<file path="src/rtl/muldiv_pkg.sv">
// Shared types for the iterative multiply/divide unit: operation codes,
// sequencer states and a small helper that classifies signed operations.
package muldiv_pkg;

    typedef enum logic [1:0] {
        MD_MULT  = 2'b00,
        MD_MULTU = 2'b01,
        MD_DIV   = 2'b10,
        MD_DIVU  = 2'b11
    } mdOp_t;

    typedef enum logic [1:0] {
        ST_IDLE  = 2'b00,
        ST_PREP  = 2'b01,
        ST_ITER  = 2'b10,
        ST_FIXUP = 2'b11
    } mdState_t;

    // MULT and DIV treat operands as two's complement; the U variants do not.
    function automatic logic md_is_signed(input mdOp_t op);
        return (op == MD_MULT) || (op == MD_DIV);
    endfunction

    // Divide operations share op[1] = 1.
    function automatic logic md_is_div(input mdOp_t op);
        return op[1];
    endfunction

endpackage

</file>
<file path="src/rtl/muldiv_step.sv">
// One iteration of the sequencer datapath, purely combinational.
// Multiply: accumulator is {partial product, remaining multiplier bits};
//   add the multiplicand into the upper half when the current multiplier bit
//   is set, then shift the whole accumulator right by one.
// Divide: accumulator is {partial remainder, remaining dividend / quotient};
//   shift left by one, trial-subtract the divisor from the upper half and keep
//   the difference (quotient bit 1) only when it did not go negative.
module muldiv_step #(
    parameter int WIDTH = 32
) (
    input  logic [2*WIDTH-1:0] i_acc,
    input  logic [WIDTH-1:0]   i_operand,
    input  logic               i_isDiv,
    output logic [2*WIDTH-1:0] o_acc
);

    logic [WIDTH:0] w_sum;
    logic [WIDTH:0] w_remSh;
    logic [WIDTH:0] w_trial;

    // Select between the shift-add and the restoring shift-subtract step.
    always_comb begin
        w_sum   = {1'b0, i_acc[2*WIDTH-1:WIDTH]} + (i_acc[0] ? {1'b0, i_operand} : '0);
        w_remSh = i_acc[2*WIDTH-1:WIDTH-1];
        w_trial = w_remSh - {1'b0, i_operand};
        if (i_isDiv) begin
            if (w_trial[WIDTH]) begin
                o_acc = {w_remSh[WIDTH-1:0], i_acc[WIDTH-2:0], 1'b0};
            end else begin
                o_acc = {w_trial[WIDTH-1:0], i_acc[WIDTH-2:0], 1'b1};
            end
        end else begin
            o_acc = {w_sum, i_acc[WIDTH-1:1]};
        end
    end

endmodule

</file>
<file path="src/rtl/muldiv_sequencer.sv">
// Iterative multiply/divide unit owning the HI/LO registers.
// Handshake: start is accepted only while busy=0 (IDLE); once accepted, busy
// stays high until the result is written, and done pulses for exactly one
// cycle with the new HI/LO already visible. A start seen while busy is
// dropped, not queued. flush aborts at the next edge without a done pulse.
module muldiv_sequencer
    import muldiv_pkg::*;
#(
    parameter int WIDTH = 32
) (
    input  logic             clk,
    input  logic             rstN,
    input  logic             start,
    input  logic [1:0]       op,
    input  logic [WIDTH-1:0] a,
    input  logic [WIDTH-1:0] b,
    input  logic             flush,
    input  logic             hiWe,
    input  logic             loWe,
    input  logic [WIDTH-1:0] wrData,
    output logic             busy,
    output logic             done,
    output logic             divByZero,
    output logic [WIDTH-1:0] hi,
    output logic [WIDTH-1:0] lo,
    output mdState_t         dbgState
);

    localparam int CW = $clog2(WIDTH) + 1;

    mdState_t           r_state;
    mdOp_t              r_op;
    logic [WIDTH-1:0]   r_a;
    logic [WIDTH-1:0]   r_b;
    logic               r_signA;
    logic               r_signB;
    logic [CW-1:0]      r_cnt;
    logic [2*WIDTH-1:0] r_acc;
    logic [WIDTH-1:0]   r_operand;
    logic [WIDTH-1:0]   r_hi;
    logic [WIDTH-1:0]   r_lo;
    logic               r_busy;
    logic               r_done;
    logic               r_dbz;

    logic               w_isSigned;
    logic               w_isDiv;
    logic               w_divZero;
    logic [WIDTH-1:0]   w_magA;
    logic [WIDTH-1:0]   w_magB;
    logic [2*WIDTH-1:0] w_stepAcc;
    logic [2*WIDTH-1:0] w_prod;
    logic [WIDTH-1:0]   w_quo;
    logic [WIDTH-1:0]   w_rem;
    logic [WIDTH-1:0]   w_fixHi;
    logic [WIDTH-1:0]   w_fixLo;

    muldiv_step #(.WIDTH(WIDTH)) u_step (
        .i_acc     (r_acc),
        .i_operand (r_operand),
        .i_isDiv   (w_isDiv),
        .o_acc     (w_stepAcc)
    );

    // Operand magnitudes for PREP and sign correction of the raw result for FIXUP.
    always_comb begin
        w_isSigned = md_is_signed(r_op);
        w_isDiv    = md_is_div(r_op);
        w_divZero  = w_isDiv && (r_b == '0);
        w_magA     = (w_isSigned && r_a[WIDTH-1]) ? -r_a : r_a;
        w_magB     = (w_isSigned && r_b[WIDTH-1]) ? -r_b : r_b;
        // Signs are latched as zero for unsigned ops, so no extra qualification here.
        w_prod     = (r_signA ^ r_signB) ? -r_acc : r_acc;
        w_quo      = (r_signA ^ r_signB) ? -r_acc[WIDTH-1:0] : r_acc[WIDTH-1:0];
        w_rem      = r_signA ? -r_acc[2*WIDTH-1:WIDTH] : r_acc[2*WIDTH-1:WIDTH];
        w_fixHi    = w_isDiv ? w_rem : w_prod[2*WIDTH-1:WIDTH];
        w_fixLo    = w_isDiv ? w_quo : w_prod[WIDTH-1:0];
    end

    // Sequencer FSM, iteration datapath and HI/LO ownership.
    always_ff @(posedge clk or negedge rstN) begin
        if (!rstN) begin
            r_state   <= ST_IDLE;
            r_op      <= MD_MULT;
            r_a       <= '0;
            r_b       <= '0;
            r_signA   <= 1'b0;
            r_signB   <= 1'b0;
            r_cnt     <= '0;
            r_acc     <= '0;
            r_operand <= '0;
            r_hi      <= '0;
            r_lo      <= '0;
            r_busy    <= 1'b0;
            r_done    <= 1'b0;
            r_dbz     <= 1'b0;
        end else begin
            r_done <= 1'b0;

            // MTHI/MTLO land only while idle; a result written later overwrites them.
            if (r_state == ST_IDLE) begin
                if (hiWe) r_hi <= wrData;
                if (loWe) r_lo <= wrData;
            end

            if (flush) begin
                r_state <= ST_IDLE;
                r_busy  <= 1'b0;
            end else begin
                case (r_state)
                    ST_IDLE: begin
                        if (start) begin
                            r_op    <= mdOp_t'(op);
                            r_a     <= a;
                            r_b     <= b;
                            r_busy  <= 1'b1;
                            r_state <= ST_PREP;
                        end
                    end
                    ST_PREP: begin
                        if (w_divZero) begin
                            // No iteration: dividend to HI, all ones to LO, flagged.
                            r_hi    <= r_a;
                            r_lo    <= '1;
                            r_dbz   <= 1'b1;
                            r_done  <= 1'b1;
                            r_busy  <= 1'b0;
                            r_state <= ST_IDLE;
                        end else begin
                            r_signA <= w_isSigned && r_a[WIDTH-1];
                            r_signB <= w_isSigned && r_b[WIDTH-1];
                            r_cnt   <= CW'(WIDTH);
                            if (w_isDiv) begin
                                r_acc     <= {{WIDTH{1'b0}}, w_magA};
                                r_operand <= w_magB;
                            end else begin
                                r_acc     <= {{WIDTH{1'b0}}, w_magB};
                                r_operand <= w_magA;
                            end
                            r_state <= ST_ITER;
                        end
                    end
                    ST_ITER: begin
                        r_acc <= w_stepAcc;
                        r_cnt <= r_cnt - 1'b1;
                        if (r_cnt == CW'(1)) begin
                            r_state <= ST_FIXUP;
                        end
                    end
                    ST_FIXUP: begin
                        r_hi    <= w_fixHi;
                        r_lo    <= w_fixLo;
                        r_dbz   <= 1'b0;
                        r_done  <= 1'b1;
                        r_busy  <= 1'b0;
                        r_state <= ST_IDLE;
                    end
                    default: begin
                        r_state <= ST_IDLE;
                        r_busy  <= 1'b0;
                    end
                endcase
            end
        end
    end

    assign busy      = r_busy;
    assign done      = r_done;
    assign divByZero = r_dbz;
    assign hi        = r_hi;
    assign lo        = r_lo;
    assign dbgState  = r_state;

endmodule

</file>
<file path="config.mk">
export PLATFORM = sky130hd
export DESIGN_NAME = muldiv_sequencer
export DESIGN_NICKNAME = d
export VERILOG_FILES = /design/src/rtl/muldiv_pkg.sv /design/src/rtl/muldiv_step.sv /design/src/rtl/muldiv_sequencer.sv
export SDC_FILE = /design/constraint.sdc
export NUM_CORES = 1
export LEC_CHECK = 0
export ABC_AREA = 1
export BUFFER_PORTS_ARGS = -buffer_cell sky130_fd_sc_hd__clkbuf_2
export CAP_MARGIN = 20
export CORE_MARGIN = 1
export CORE_UTILIZATION = 45
export DETAILED_ROUTE_END_ITERATION = 16
export PLACE_DENSITY = 0.73
export SLEW_MARGIN = 20
export SYNTH_ARGS = -nofsm -noshare
export SYNTH_HDL_FRONTEND = slang
export SYNTH_HIERARCHICAL = 1
export SYNTH_SLANG_ARGS = --single-unit
</file>
<file path="constraint.sdc">
create_clock -name clk -period 3.8 [get_ports clk]
set_input_delay 0 -clock clk [delete_from_list [all_inputs] [get_ports clk]]
set_output_delay 0 -clock clk [all_outputs]
set_load 0.01 [all_outputs]
</file>
==> results.sh <==
export IMPL_grtUsageTotal_pct=39.7
export IMPL_die_x_um=224
export IMPL_synth_largest_area_cell="dfrtp_1"
export IMPL_peakVddDrop_mv=0.488
export IMPL_wire_per_inst_um=22.0
export IMPL_finalSetupViolCount=0
export IMPL_rows=80
export IMPL_ys_ff_latch=239
export IMPL_antenna_found_initial=5
export IMPL_nFillCells=4942
export IMPL_finalHoldViolCount=0
export IMPL_synth_edff_count=0
export IMPL_io_pins=173
export IMPL_pre_cts_ws_ps=499
export IMPL_synth_avg_cell_area_um2=5.99
export IMPL_overflow=0
export IMPL_dieArea_mm2=0.0501
export IMPL_worst_slew_pin_slew_ps=1080
export IMPL_clk_pin_slew_ps=60
export IMPL_regArea_mm2=0.00598
export IMPL_cp_max_fo=23
export IMPL_syn_area_mm2=0.0222
export IMPL_ys_warn_count=6
export IMPL_multi_input_area_mm2=0.0138
export IMPL_async_flop_share_pct=100
export IMPL_worstSetupEndpointType="flip-flop"
export IMPL_max_freq_ghz=0.288
export IMPL_grt_pass1_wl_um=149000
export IMPL_cts_tree="done"
export IMPL_period_share_pct=91.4
export IMPL_rsz0062_at_grt="no"
export IMPL_drt_initial_drc_count=3673
export IMPL_routed_via_density=5.73
export IMPL_path_class="flip-flop to flip-flop"
export IMPL_clockBufferDepth=3
export IMPL_drive_gt1_share_pct=9.75
export IMPL_cellPowerDensity_mw_per_mm2=965
export IMPL_cap_violations=0
export IMPL_dr_total_vias=26400
export IMPL_skew_ps=13.9
export IMPL_cts_root_buf="clkbuf_16"
export IMPL_synthCells=3700
export IMPL_hold_path_class="input pin to flip-flop"
export IMPL_cp_data_required_time_ps=4260
export IMPL_fin_crit_ps=3470
export IMPL_drv_slew=0
export IMPL_finalSetupTns_ps=0
export IMPL_portBuffers=172
export IMPL_timing_final_ws_setup_ps=327
export IMPL_clock_latency_ps=590
export IMPL_post_cts_buffers=0
export IMPL_route_detailed_drc=0
export IMPL_synthFlopType="dfrtp_1"
export IMPL_fp_dieH_um=224
export IMPL_cp_start_kind="flip-flop"
export IMPL_synthesis_nets=3876
export IMPL_grt_max_degree=93
export IMPL_grt_pass1_vias=24300
export IMPL_postRouteAntennaNets=0
export IMPL_status="finished clean"
export IMPL_numCtsBuffers=28
export IMPL_drtPass1Iterations=6
export IMPL_syn_to_final_growth_pct=16.1
export IMPL_seq_area_frac_synth_pct=27.0
export IMPL_globalplace_congestion=1.08
export IMPL_hold_buffers=105
export IMPL_dpl_hpwl_um=79400
export IMPL_htreeDepth=1
export IMPL_final_util_pct=53.4
export IMPL_nNetsFinal=4104
export IMPL_synth_top_area_share_pct=27.0
export IMPL_slew_headroom_pct=27.8
export IMPL_initial_core_util_pct=46.0
export IMPL_drt_wl_total_um=101000
export IMPL_power_leakage_uw=0.0137
export IMPL_ys_top_cells_by_area="dfrtp_1 (27%), nand2_1 (18%), nand3_1 (9.4%), nor2_1 (8.4%), inv_1 (7.9%)"
export IMPL_ys_types=55
export IMPL_arrival_ps=3930
export IMPL_numClockSinks=239
export IMPL_cts_resized=0
export IMPL_design_core_area_mm2=0.0481
## where the power goes
part / internal [µW] / switching, µW / total (µW)
logic: 4980 / 11500 / 16400
registers: 3580 / 1920 / 5500
clock network: 1680 / 1210 / 2900
## cell usage after synthesis (30+ instances only)
cell type,count
buf_2,30
xor2_1,35
dfrtp_1,239
ha_1,70
clkbuf_1,83
nand2_1,1054
inv_1,467
nand3_1,414
o21ai_0,261
nand4_1,40
nor2_1,493
a21oi_1,225
## final timing paths
path | from | endpoint | slack [ps] | cells after the start
worst max register to register | r_acc[0]$_DFFE_PN0P_ | lo[30]$_DFF_PN0_ | 330 | 12
max in group asynchronous | rstN | r_acc[59]$_DFFE_PN0P_ | 2370 | 4
worst max-delay path | r_acc[0]$_DFFE_PN0P_ | lo[30]$_DFF_PN0_ | 330 | 12
min in group asynchronous | rstN | r_a[31]$_DFFE_PN0P_ | 470 | 3
worst min-delay path | flush | dbgState[0]$_DFFE_PN0P_ | 50 | 4
worst min register to register | divByZero$_DFFE_PN0P_ | divByZero$_DFFE_PN0P_ | 530 | 2
## flip-flops by register name, indices dropped and copies added, names as in the netlist
signal	count
r_signB	1
dbgState	2
hi	32
done	1
r_operand	32
r_acc	64
busy	1
r_op	2
lo	32
r_signA	1
r_a	32
divByZero	1
r_b	32
r_cnt	6
## stage by stage
step	instance area (µm²)	hold slack [ps]	power [µW]	cells
5_1_grt	25700	34.5	26400	4604
2_1_floorplan	22200	-296	15400	3700
6_report	25700	55.0	24800	4606
4_1_cts	25700	24.8	24100	4604
3_3_place_gp	23700	12.7	21000	4449
3_5_place_dp	23700	14.1	21000	4449
## worst max-delay path, stage by stage (launching register included)
cell and delay (ps):
dfrtp_1 670, inv_1 320, ha_1 220, nand3_1 130, nor2_2 280, nand3_1 170
o21ai_1 450, nand2_1 130, nand2_1 150, nand3_1 80, nand2_1 70, o21ai_0 80
dlygate4sd3_1 590
## cell families after synthesis
logic type | Yosys count | synth area share [%]
AOI/OAI and AO/OA | 573 | 13.8
xor gates and xnor gates | 43 | 1.70
adders and majority gates | 72 | 4.13
buffers and inverters | 614 | 11.0
DFF | 239 | 27.0
muxes | 33 | 1.57
and+or+nand+nor | 2126 | 40.8
## layout make-up
cell class                 count  share of cell area [%]
multi-input combinational   2847                    53.5
inverter                     481                    7.02
tap                          656                    3.19
sequential                   239                    23.3
clock buffer                  38                    3.10
clock inverter                12                   0.676
timing repair buffer         331                    9.23
antenna                        2                  0.0195
## metal layers
metal	GRT usage, %	up-vias	part of all wire [%]
met2	59.6	1551	43
met3	10.1	250	12
met1	54.0	12300	41
li1	-	12300	-
met4	16.3	6	4.7
met5	0	-	0.041
## layout by cell type, fill, tap and decap left out, types with 8 or more instances in the layout
| cell type | Yosys | final |
|---|---|---|
| mux2_2 | 14 | 14 |
| clkbuf_16 | 0 | 28 |
| xor2_1 | 35 | 35 |
| nand3b_1 | 19 | 19 |
| nor3_1 | 26 | 26 |
| dlygate4sd3_1 | 0 | 104 |
| nand4_1 | 40 | 40 |
| xnor2_1 | 8 | 8 |
| nand2_2 | 20 | 20 |
| inv_1 | 467 | 467 |
| dfrtp_1 | 239 | 238 |
| clkbuf_2 | 0 | 171 |
| nand3_1 | 414 | 413 |
| o21ai_1 | 19 | 19 |
| inv_2 | 11 | 11 |
| nor2_1 | 493 | 489 |
| mux2i_1 | 19 | 19 |
| o21bai_1 | 11 | 11 |
| nand2_1 | 1054 | 1054 |
| a21oi_1 | 225 | 225 |
| o21ai_0 | 261 | 261 |
| or2_2 | 23 | 23 |
| buf_4 | 4 | 51 |
| o211ai_1 | 13 | 13 |
| ha_1 | 70 | 70 |
| nor2_2 | 8 | 11 |
No activity file was read; power rests on OpenSTA's default activity.
